==> src/rtl/led_blink_code.sv <==
// Blink-code LED driver: shows a 4-bit code as N active-low pulses followed by a gap, repeating.
// A new code waits in a one-deep pending slot until the current sequence reaches the end of its gap.
module led_blink_code #(
  parameter int CLK_HZ = 125000000,
  parameter int ON_MS  = 200,
  parameter int OFF_MS = 300,
  parameter int GAP_MS = 1500
) (
  input  logic       sysclk,
  input  logic       rst_n,
  input  logic       code_valid,
  input  logic [3:0] code_in,
  output logic       code_ready,
  output logic       led_n,
  output logic       busy
);

  localparam int DIV    = CLK_HZ / 1000;
  localparam int MAX_OF = (ON_MS > OFF_MS) ? ON_MS : OFF_MS;
  localparam int MAX_MS = (MAX_OF > GAP_MS) ? MAX_OF : GAP_MS;
  localparam int PW     = $clog2(DIV + 1);
  localparam int MW     = $clog2(MAX_MS + 1);

  localparam logic [PW-1:0] PRE_LAST = PW'(DIV - 1);
  localparam logic [MW-1:0] ON_LAST  = MW'(ON_MS - 1);
  localparam logic [MW-1:0] OFF_LAST = MW'(OFF_MS - 1);
  localparam logic [MW-1:0] GAP_LAST = MW'(GAP_MS - 1);

  typedef enum logic [1:0] {
    S_IDLE = 2'd0,
    S_ON   = 2'd1,
    S_OFF  = 2'd2,
    S_GAP  = 2'd3
  } state_t;

  state_t          state_r, state_s;
  logic [PW-1:0]   pre_r;
  logic [MW-1:0]   ms_r;
  logic [MW-1:0]   ms_last_s;
  logic [3:0]      active_code_r, active_code_s;
  logic [3:0]      pulses_left_r, pulses_left_s;
  logic [3:0]      pending_r, pending_s;
  logic            pending_valid_r, pending_valid_s;
  logic            consume_r, consume_s;
  logic            led_n_r, busy_r;
  logic            accept_s, expire_s;

  assign accept_s   = code_valid & ~pending_valid_r;
  assign code_ready = ~pending_valid_r;
  assign led_n      = led_n_r;
  assign busy       = busy_r;

  // Last ms index of the current state and the resulting expiry strobe
  always_comb begin
    ms_last_s = {MW{1'b0}};
    case (state_r)
      S_ON:    ms_last_s = ON_LAST;
      S_OFF:   ms_last_s = OFF_LAST;
      S_GAP:   ms_last_s = GAP_LAST;
      default: ms_last_s = {MW{1'b0}};
    endcase
    expire_s = (state_r != S_IDLE) && (pre_r == PRE_LAST) && (ms_r == ms_last_s);
  end

  // Next-state, sequence bookkeeping and pending-slot control
  always_comb begin
    state_s         = state_r;
    active_code_s   = active_code_r;
    pulses_left_s   = pulses_left_r;
    pending_s       = pending_r;
    pending_valid_s = pending_valid_r;
    consume_s       = 1'b0;
    // The slot is released one cycle after its code was taken at gap expiry
    if (consume_r) begin
      pending_valid_s = 1'b0;
    end else begin
      pending_valid_s = pending_valid_r;
    end
    case (state_r)
      S_IDLE: begin
        if (accept_s && (code_in != 4'd0)) begin
          active_code_s = code_in;
          pulses_left_s = code_in;
          state_s       = S_ON;
        end else begin
          state_s = S_IDLE;
        end
      end
      S_ON: begin
        if (expire_s && (pulses_left_r > 4'd1)) begin
          pulses_left_s = pulses_left_r - 4'd1;
          state_s       = S_OFF;
        end else if (expire_s) begin
          state_s = S_GAP;
        end else begin
          state_s = S_ON;
        end
      end
      S_OFF: begin
        if (expire_s) begin
          state_s = S_ON;
        end else begin
          state_s = S_OFF;
        end
      end
      S_GAP: begin
        if (expire_s && pending_valid_r) begin
          consume_s = 1'b1;
          if (pending_r != 4'd0) begin
            active_code_s = pending_r;
            pulses_left_s = pending_r;
            state_s       = S_ON;
          end else begin
            state_s = S_IDLE;
          end
        end else if (expire_s) begin
          pulses_left_s = active_code_r;
          state_s       = S_ON;
        end else begin
          state_s = S_GAP;
        end
      end
      default: begin
        state_s = S_IDLE;
      end
    endcase
    if (accept_s && (state_r != S_IDLE)) begin
      pending_s       = code_in;
      pending_valid_s = 1'b1;
    end else begin
      pending_s = pending_s;
    end
  end

  // State, sequence registers and registered LED/busy outputs
  always_ff @(posedge sysclk or negedge rst_n) begin
    if (!rst_n) begin
      state_r         <= S_IDLE;
      active_code_r   <= 4'd0;
      pulses_left_r   <= 4'd0;
      pending_r       <= 4'd0;
      pending_valid_r <= 1'b0;
      consume_r       <= 1'b0;
      led_n_r         <= 1'b1;
      busy_r          <= 1'b0;
    end else begin
      state_r         <= state_s;
      active_code_r   <= active_code_s;
      pulses_left_r   <= pulses_left_s;
      pending_r       <= pending_s;
      pending_valid_r <= pending_valid_s;
      consume_r       <= consume_s;
      led_n_r         <= (state_s != S_ON);
      busy_r          <= (state_s != S_IDLE);
    end
  end

  // ms prescaler and phase counter, both cleared on every state entry
  always_ff @(posedge sysclk or negedge rst_n) begin
    if (!rst_n) begin
      pre_r <= {PW{1'b0}};
      ms_r  <= {MW{1'b0}};
    end else if ((state_s != state_r) || (state_r == S_IDLE)) begin
      pre_r <= {PW{1'b0}};
      ms_r  <= {MW{1'b0}};
    end else if (pre_r == PRE_LAST) begin
      pre_r <= {PW{1'b0}};
      ms_r  <= ms_r + {{(MW-1){1'b0}}, 1'b1};
    end else begin
      pre_r <= pre_r + {{(PW-1){1'b0}}, 1'b1};
      ms_r  <= ms_r;
    end
  end

endmodule
==> config.mk <==
export PLATFORM = sky130hd
export DESIGN_NAME = led_blink_code
export DESIGN_NICKNAME = d
export VERILOG_FILES = /design/src/rtl/led_blink_code.sv
export SDC_FILE = /design/constraint.sdc
export NUM_CORES = 1
export LEC_CHECK = 0
export ABC_AREA = 1
export ABC_CLOCK_PERIOD_IN_PS = 1800
export BUFFER_PORTS_ARGS = -buffer_cell sky130_fd_sc_hd__buf_4
export CAP_MARGIN = 20
export CORE_AREA = 5 5 104 106
export CTS_CLUSTER_DIAMETER = 40
export DETAILED_ROUTE_END_ITERATION = 16
export DIE_AREA = 0 0 109 111
export PLACE_DENSITY = 0.42
export SETUP_SLACK_MARGIN = 0.5
export SKIP_CTS_REPAIR_TIMING = 1
export SLEW_MARGIN = 30
export SYNTH_ARGS = -nofsm -noshare
export SYNTH_HDL_FRONTEND = slang
export SYNTH_SLANG_ARGS = --single-unit
==> constraint.sdc <==
create_clock -name sysclk -period 1.8 [get_ports sysclk]
set_clock_uncertainty 0.05 [all_clocks]
set_input_delay 0.54 -clock sysclk [delete_from_list [all_inputs] [get_ports sysclk]]
set_output_delay 0.54 -clock sysclk [all_outputs]
set_load 0.03 [all_outputs]
==> impl_metrics.env, run 1 <==
export IMPL_status="complete, but fails checks"
export IMPL_violations="setup timing"
export IMPL_worstSetupEndpointType="flop"
export IMPL_dieWidth_um=109
export IMPL_ir_worst_vdd_v=0.000227
export IMPL_cp_max_fo=5
export IMPL_ys_async_sr_fraction_pct=100
export IMPL_synth_seq_cells=46
export IMPL_critical_path_top_delay_family="simple AND/OR/NAND/NOR gates"
export IMPL_critPathSlowestCell="dfrtp_2"
export IMPL_grt_pass1_vias=2711
export IMPL_holdWs_ns=0.0547
export IMPL_slew_headroom_pct=70.6
export IMPL_fmax_mhz=506
export IMPL_worstSetupStartpoint="state_r[1]"
export IMPL_slew_viol_final=0
export IMPL_seq_area_mm2=0.00116
export IMPL_p_per_area_mw_per_mm2=456
export IMPL_cts_clk_slew_worst_paths_ns=0.09
export IMPL_grt_usage_pct=13.5
export IMPL_hpwl_um=5860
export IMPL_critPathRequiredTime_ns=1.95
export IMPL_h_tree_depth=2
export IMPL_via_per_inst=4.44
export IMPL_coreArea_mm2=0.00968
export IMPL_cp_common_cell="nand2_1"
export IMPL_dr_total_vias=2804
export IMPL_max_cap_violations=0
export IMPL_diodes=0
export IMPL_routed_wl_um=8170
export IMPL_critical_path_max_stage_delay_ns=0.46
export IMPL_syn_inst=391
export IMPL_hp_class="input pin to async pin"
export IMPL_worstSetupPathType="flop to flop"
export IMPL_cp_num_buf_inv=3
export IMPL_antenna_left=0
export IMPL_drtIter0Drc=117
export IMPL_start_kind="flop"
export IMPL_setup_viol=40
export IMPL_drive_gt1_share_pct=37.6
export IMPL_final_cell_area_mm2=0.00415
export IMPL_cts_buffers_inserted=5
export IMPL_num_nets_final=508
export IMPL_netlist_area_leader_share_pct=39.5
export IMPL_setup_ws_ns=-0.177
export IMPL_syn_to_final_growth_pct=45.7
export IMPL_drc=0
export IMPL_syn_area_per_cell_um2=7.29
export IMPL_r2r_start="state_r[1]"
export IMPL_period_minus_slack_ns=1.98
export IMPL_antenna_found_initial=0
export IMPL_rsz0062_at_grt="yes"
export IMPL_setup_tns_final_ns=-4.85
export IMPL_stdcell_count=631
export IMPL_die_height_um=111
export IMPL_yosysWarnings=0
export IMPL_clockBufferDepth=2
export IMPL_nFillCells=1004
export IMPL_synth_area_top_cells="dfrtp_1 (40%), nand2_1 (13%), nor2_1 (7.6%)"
export IMPL_place_area_mm2=0.00369
export IMPL_synth_area_mm2=0.00285
export IMPL_rows=36
export IMPL_clock_latency_ns=0.32
export IMPL_overflow=0
export IMPL_finalPower_w=0.00190
export IMPL_io_pins=10
export IMPL_wire_per_inst_um=13.0
export IMPL_hold_viol_final=0
export IMPL_grt_max_degree=27
export IMPL_place_inst=613
export IMPL_grt_pass1_wl_um=13000
export IMPL_period_share_pct=110
export IMPL_ys_dominant_reg_cell="dfrtp_1"
export IMPL_path_cells="buf_4, nand2_1, nand3_1, nand2_2, nand2_1, nor2_4, nand3_1, nand2_1, inv_2, nand3_4, nand2_8, buf_6, nand4_1, nand2_1"
export IMPL_cts_root_buf="clkbuf_8"
export IMPL_start_util_pct=29.4
export IMPL_synth_area_leader_cell="dfrtp_1"
export IMPL_tightest_slew_ns=0.438
export IMPL_arrival_ns=2.13
export IMPL_cts_tree="yes"
export IMPL_multi_input_area_mm2=0.00168
export IMPL_port_buffers=9
export IMPL_syn_nets=402
export IMPL_p_leak_nw=1.93
export IMPL_synth_edf_count=0
export IMPL_gp_congestion=0.861
export IMPL_die_area_mm2=0.0121
export IMPL_yosysUniqueCellTypes=36
export IMPL_synth_seq_area_share_pct=40.4
export IMPL_synth_common_cells="nand2_1 (101), nor2_1 (58), dfrtp_1 (45)"
export IMPL_firstDrtPassIters=4
export IMPL_clock_sinks=46
export IMPL_synthMostInstantiatedCell="nand2_1"
==> logic make-up after synthesis <==
| logic type | count (synthesis) | share of synthesized area [%] |
|---|---|---|
| simple gates | 240 | 39.4 |
| xor+xnor | 10 | 3.07 |
| compound gates | 31 | 6.02 |
| fa+ha+maj | 4 | 1.76 |
| buf+inv | 60 | 9.31 |
| flops | 46 | 40.4 |
==> worst register-to-register path: stages (launching register included) <==
cell and delay (ns):
dfrtp_2 0.46, buf_4 0.17, nand2_1 0.06, nand3_1 0.08, nand2_2 0.08, nand2_1 0.09, nor2_4 0.19, nand3_1 0.09
nand2_1 0.08, inv_2 0.04, nand3_4 0.09, nand2_8 0.10, buf_6 0.14, nand4_1 0.06, nand2_1 0.06
==> placed cells by master, fill, tap and decap left out, types with 4 or more instances in the layout <==
cell type / count
buf_4: 92
clkbuf_8: 5
nor2_2: 6
inv_2: 10
nor2_4: 9
nor3_1: 5
a21oi_1: 4
o21ai_1: 4
nor3_2: 10
nand2_4: 7
nand2_2: 11
nor2_1: 48
nor4_1: 4
nand3_1: 25
o21ai_0: 13
xor2_1: 9
or2_2: 4
nand4_1: 11
dfrtp_1: 42
inv_1: 41
nand2_1: 88
buf_6: 7
==> power breakdown <==
group / switching [W] / internal (W) / leakage, nW
registers: 0.00000255 / 0.00103 / 0.629
logic: 0.0000375 / 0.0000218 / 1.25
clock network: 0.000382 / 0.000416 / 0.0524
==> worst paths after layout <==
| kind | slack, ns | cells past startpoint | end |
|---|---|---|---|
| max | -0.18 | 14 | ms_r[8] |
| min | 0.05 | 1 | busy |
| max reg2reg | -0.18 | 14 | ms_r[8] |
| min reg2reg | 0.37 | 1 | pending_valid_r |
| max in group asynchronous | 1.20 | 2 | pre_r[10] |
| min in group sysclk | 0.37 | 1 | pending_valid_r |
==> sequential cells by signal, summed over array words and instances (netlist names) <==
| name | cells |
|---|---|
| led_n | 1 |
| pre_r | 17 |
| ms_r | 11 |
| pending_valid_r | 1 |
| consume_r | 1 |
| state_r | 2 |
| busy | 1 |
| active_code_r | 4 |
| pulses_left_r | 4 |
| pending_r | 4 |
==> layout make-up <==
class / instances / share of cell area (%)
clock buffer: 7 / 1.84
multi-input combinational: 287 / 40.5
timing repair buffer: 102 / 20.0
inverter: 55 / 5.09
clock inverter: 1 / 0.723
tap: 133 / 4.01
sequential: 46 / 27.8
==> stage by stage <==
step,setup WS [ns],util [%]
4_1_cts,-0.290,39.2
3_3_place_gp,-0.228,38.1
3_5_place_dp,-0.277,38.1
5_1_grt,-0.290,42.9
6_report,-0.177,42.9
2_1_floorplan,-0.0629,-
==> layer usage <==
metal	wire (um)	vias to the layer above	GRT usage (%)
li1	-	1460	-
met3	243	5	2.97
met4	74	0	3.20
met1	3900	1308	18.5
met2	3960	31	21.5
met5	0	-	0
(Power assumes the default switching activity.)
==> inputs of run 2 (changes only) <==
--- a/config.mk
+++ b/config.mk
@@ -9,5 +9,5 @@
 export ABC_CLOCK_PERIOD_IN_PS = 1800
 export BUFFER_PORTS_ARGS = -buffer_cell sky130_fd_sc_hd__buf_4
-export CAP_MARGIN = 20
+export CAP_MARGIN = 10
 export CORE_AREA = 5 5 104 106
 export CTS_CLUSTER_DIAMETER = 40
==> constraint.sdc (replaced) <==
create_clock -name sysclk -period 1.8 [get_ports sysclk]
set_clock_uncertainty 0.05 [all_clocks]
set_input_delay 0.18 -clock sysclk [delete_from_list [all_inputs] [get_ports sysclk]]
set_output_delay 0.18 -clock sysclk [all_outputs]
set_load 0.03 [all_outputs]
==> run 2 against run 1 <==
  * The run still ends with setup timing left
  * Cell count decreased by 0.79%
  * Fmax is 1.2% lower
  * Non-clock buffer count fell by 6
  * Utilization shrank 0.54 points
  * Combinational power decreased by 12%
  * Highest routed layer unchanged
  * Die area is the same
  * Clock power fell by 15%
  * Worst hold slack better by 0.090 ns
==> impl_metrics.env, run 2 (synthesis gave the netlist of run 1 again) <==
export IMPL_via_per_inst=4.52
export IMPL_grt_max_degree=47
export IMPL_period_share_pct=111
export IMPL_cp_common_cell="nand2_2"
export IMPL_multi_input_area_mm2=0.00172
export IMPL_rr_worst_depth=13
export IMPL_violations="setup timing"
export IMPL_hpwl_um=5800
export IMPL_period_minus_slack_ns=2.00
export IMPL_wl_met2_um=3810
export IMPL_coreArea_mm2=0.00968
export IMPL_dieWidth_um=109
export IMPL_antenna_found_initial=0
export IMPL_fmax_mhz=500
export IMPL_wire_per_inst_um=12.9
export IMPL_regMostFlops="pre_r"
export IMPL_r2r_end="pre_r[12]"
export IMPL_critical_path_max_stage_delay_ns=0.37
export IMPL_cts_buffers_inserted=5
export IMPL_cts_tree="yes"
export IMPL_grt_pass1_wl_um=13200
export IMPL_m1WireLength_um=3910
export IMPL_reg2reg_slack_ns=-0.20
export IMPL_antenna_left=0
export IMPL_path_cells="ha_2, nand2_2, inv_2, nand2_2, nor2_4, nand3_2, nor2_4, nand3_2, nand2_2, nand3_4, nand2_8, nand2_8, nor2_1"
export IMPL_setup_ws_ns=-0.200
export IMPL_final_common_cell="buf_4"
export IMPL_clockBufferDepth=2
export IMPL_reg_top3="pre_r x17, ms_r x11"
export IMPL_hold_path_end="pending_r[0]"
export IMPL_rows=36
export IMPL_r2r_start="pre_r[0]"
export IMPL_slew_headroom_pct=58.3
export IMPL_ir_worst_vdd_v=0.000299
export IMPL_io_pins=10
export IMPL_start_kind="flop"
export IMPL_clock_latency_ns=0.30
export IMPL_p_leak_nw=1.91
export IMPL_overflow=0
export IMPL_rsz0062_at_grt="yes"
export IMPL_worstSetupEndpointType="flop"
export IMPL_worstSetupPathType="flop to flop"
export IMPL_hold_viol_final=0
export IMPL_final_cell_mix="buf_4 (88), nand2_1 (86), nor2_1 (45)"
export IMPL_finalPower_w=0.00177
export IMPL_top_layer="met4"
export IMPL_clock_sinks=46
export IMPL_arrival_ns=2.17
export IMPL_status="complete, but fails checks"
export IMPL_setup_viol=39
export IMPL_die_area_mm2=0.0121
export IMPL_firstDrtPassIters=4
export IMPL_holdPathStages=3
export IMPL_seq_area_mm2=0.00116
export IMPL_fin_util_pct=42.3
export IMPL_grt_usage_pct=13.4
export IMPL_critPathSlowestCell="dfrtp_1"
export IMPL_wl_met3_um=259
export IMPL_drtIter0Drc=107
export IMPL_hp_class="input pin to flop"
export IMPL_cp_max_fo=7
export IMPL_p_per_area_mw_per_mm2=431
export IMPL_diodes=0
export IMPL_gp_congestion=0.825
export IMPL_cts_root_buf="clkbuf_8"
export IMPL_tightest_slew_ns=0.625
export IMPL_dr_total_vias=2831
export IMPL_grt_pass1_vias=2842
export IMPL_slew_viol_final=0
export IMPL_routed_wl_um=8100
export IMPL_port_buffers=9
export IMPL_die_height_um=111
export IMPL_syn_to_final_growth_pct=43.9
export IMPL_num_nets_final=503
export IMPL_h_tree_depth=2
export IMPL_drive_gt1_share_pct=38.7
export IMPL_critPathRequiredTime_ns=1.97
export IMPL_drc=0
export IMPL_max_cap_violations=0
export IMPL_largest_reg_flops=17
export IMPL_start_util_pct=29.4
export IMPL_min_delay_start="code_in[0]"
export IMPL_cts_clk_slew_worst_paths_ns=0.09
export IMPL_nFillCells=1003
-- run 2: changes by cell type in the layout (fill, tap and decap cells not counted), moves of 3 or more --
cell     previous run  this run
nand2_2            11        15
nor2_1             48        45
buf_12              3         0
buf_4              92        88
-- run 2: critical path, delay by kind of cell, from the launching register on --
| family | cells | cell delay (ns) |
|---|---|---|
| fa+ha+maj | 1 | 0.19 |
| buf+inv | 1 | 0.07 |
| flops | 1 | 0.37 |
| simple gates | 11 | 1.23 |
-- run 2: through the flow --
stage | hold WS (ns) | setup TNS [ns] | std cells | area [um^2] | worst slack (ns)
final | 0.145 | -5.28 | 626 | 4100 | -0.200
after global routing | 0.140 | -10.27 | 626 | 4100 | -0.323
after CTS | -0.130 | -7.55 | 614 | 3710 | -0.303
after detailed placement | 0.196 | -6.90 | 606 | 3620 | -0.285
after global placement | 0.199 | -5.82 | 606 | 3620 | -0.218
after floorplan | -0.166 | -0.886 | 391 | 2860 | -0.0629
-- run 2: final cells by class --
cell class / instances / area share, %
multi-input cells: 288 / 42.0
clock inverters: 1 / 0.122
clock buffers: 7 / 2.11
well taps: 133 / 4.06
repair buffers: 96 / 18.4
inverters: 55 / 5.10
flip-flops and latches: 46 / 28.2
-- run 2: worst max-delay path by stage --
| stage | end | from |
|---|---|---|
| finish | pre_r[12] | pre_r[0] |
| global route | ms_r[8] | state_r[1] |
| CTS | ms_r[3] | pre_r[0] |
| detailed placement | ms_r[3] | pre_r[0] |
| global placement | ms_r[3] | state_r[1] |
| floorplan | pre_r[6] | pre_r[0] |
-- run 2: power breakdown --
part           switching [W]  internal (W)
Clock               0.000366      0.000311
Sequential        0.00000252       0.00103
Combinational      0.0000357     0.0000162
-- run 2: metal layers --
layer / up-vias / GRT usage [%]
met3: 10 / 2.21
li1: 1448 / -
met5: - / 0
met4: 0 / 3.96
met1: 1327 / 18.2
met2: 46 / 21.7
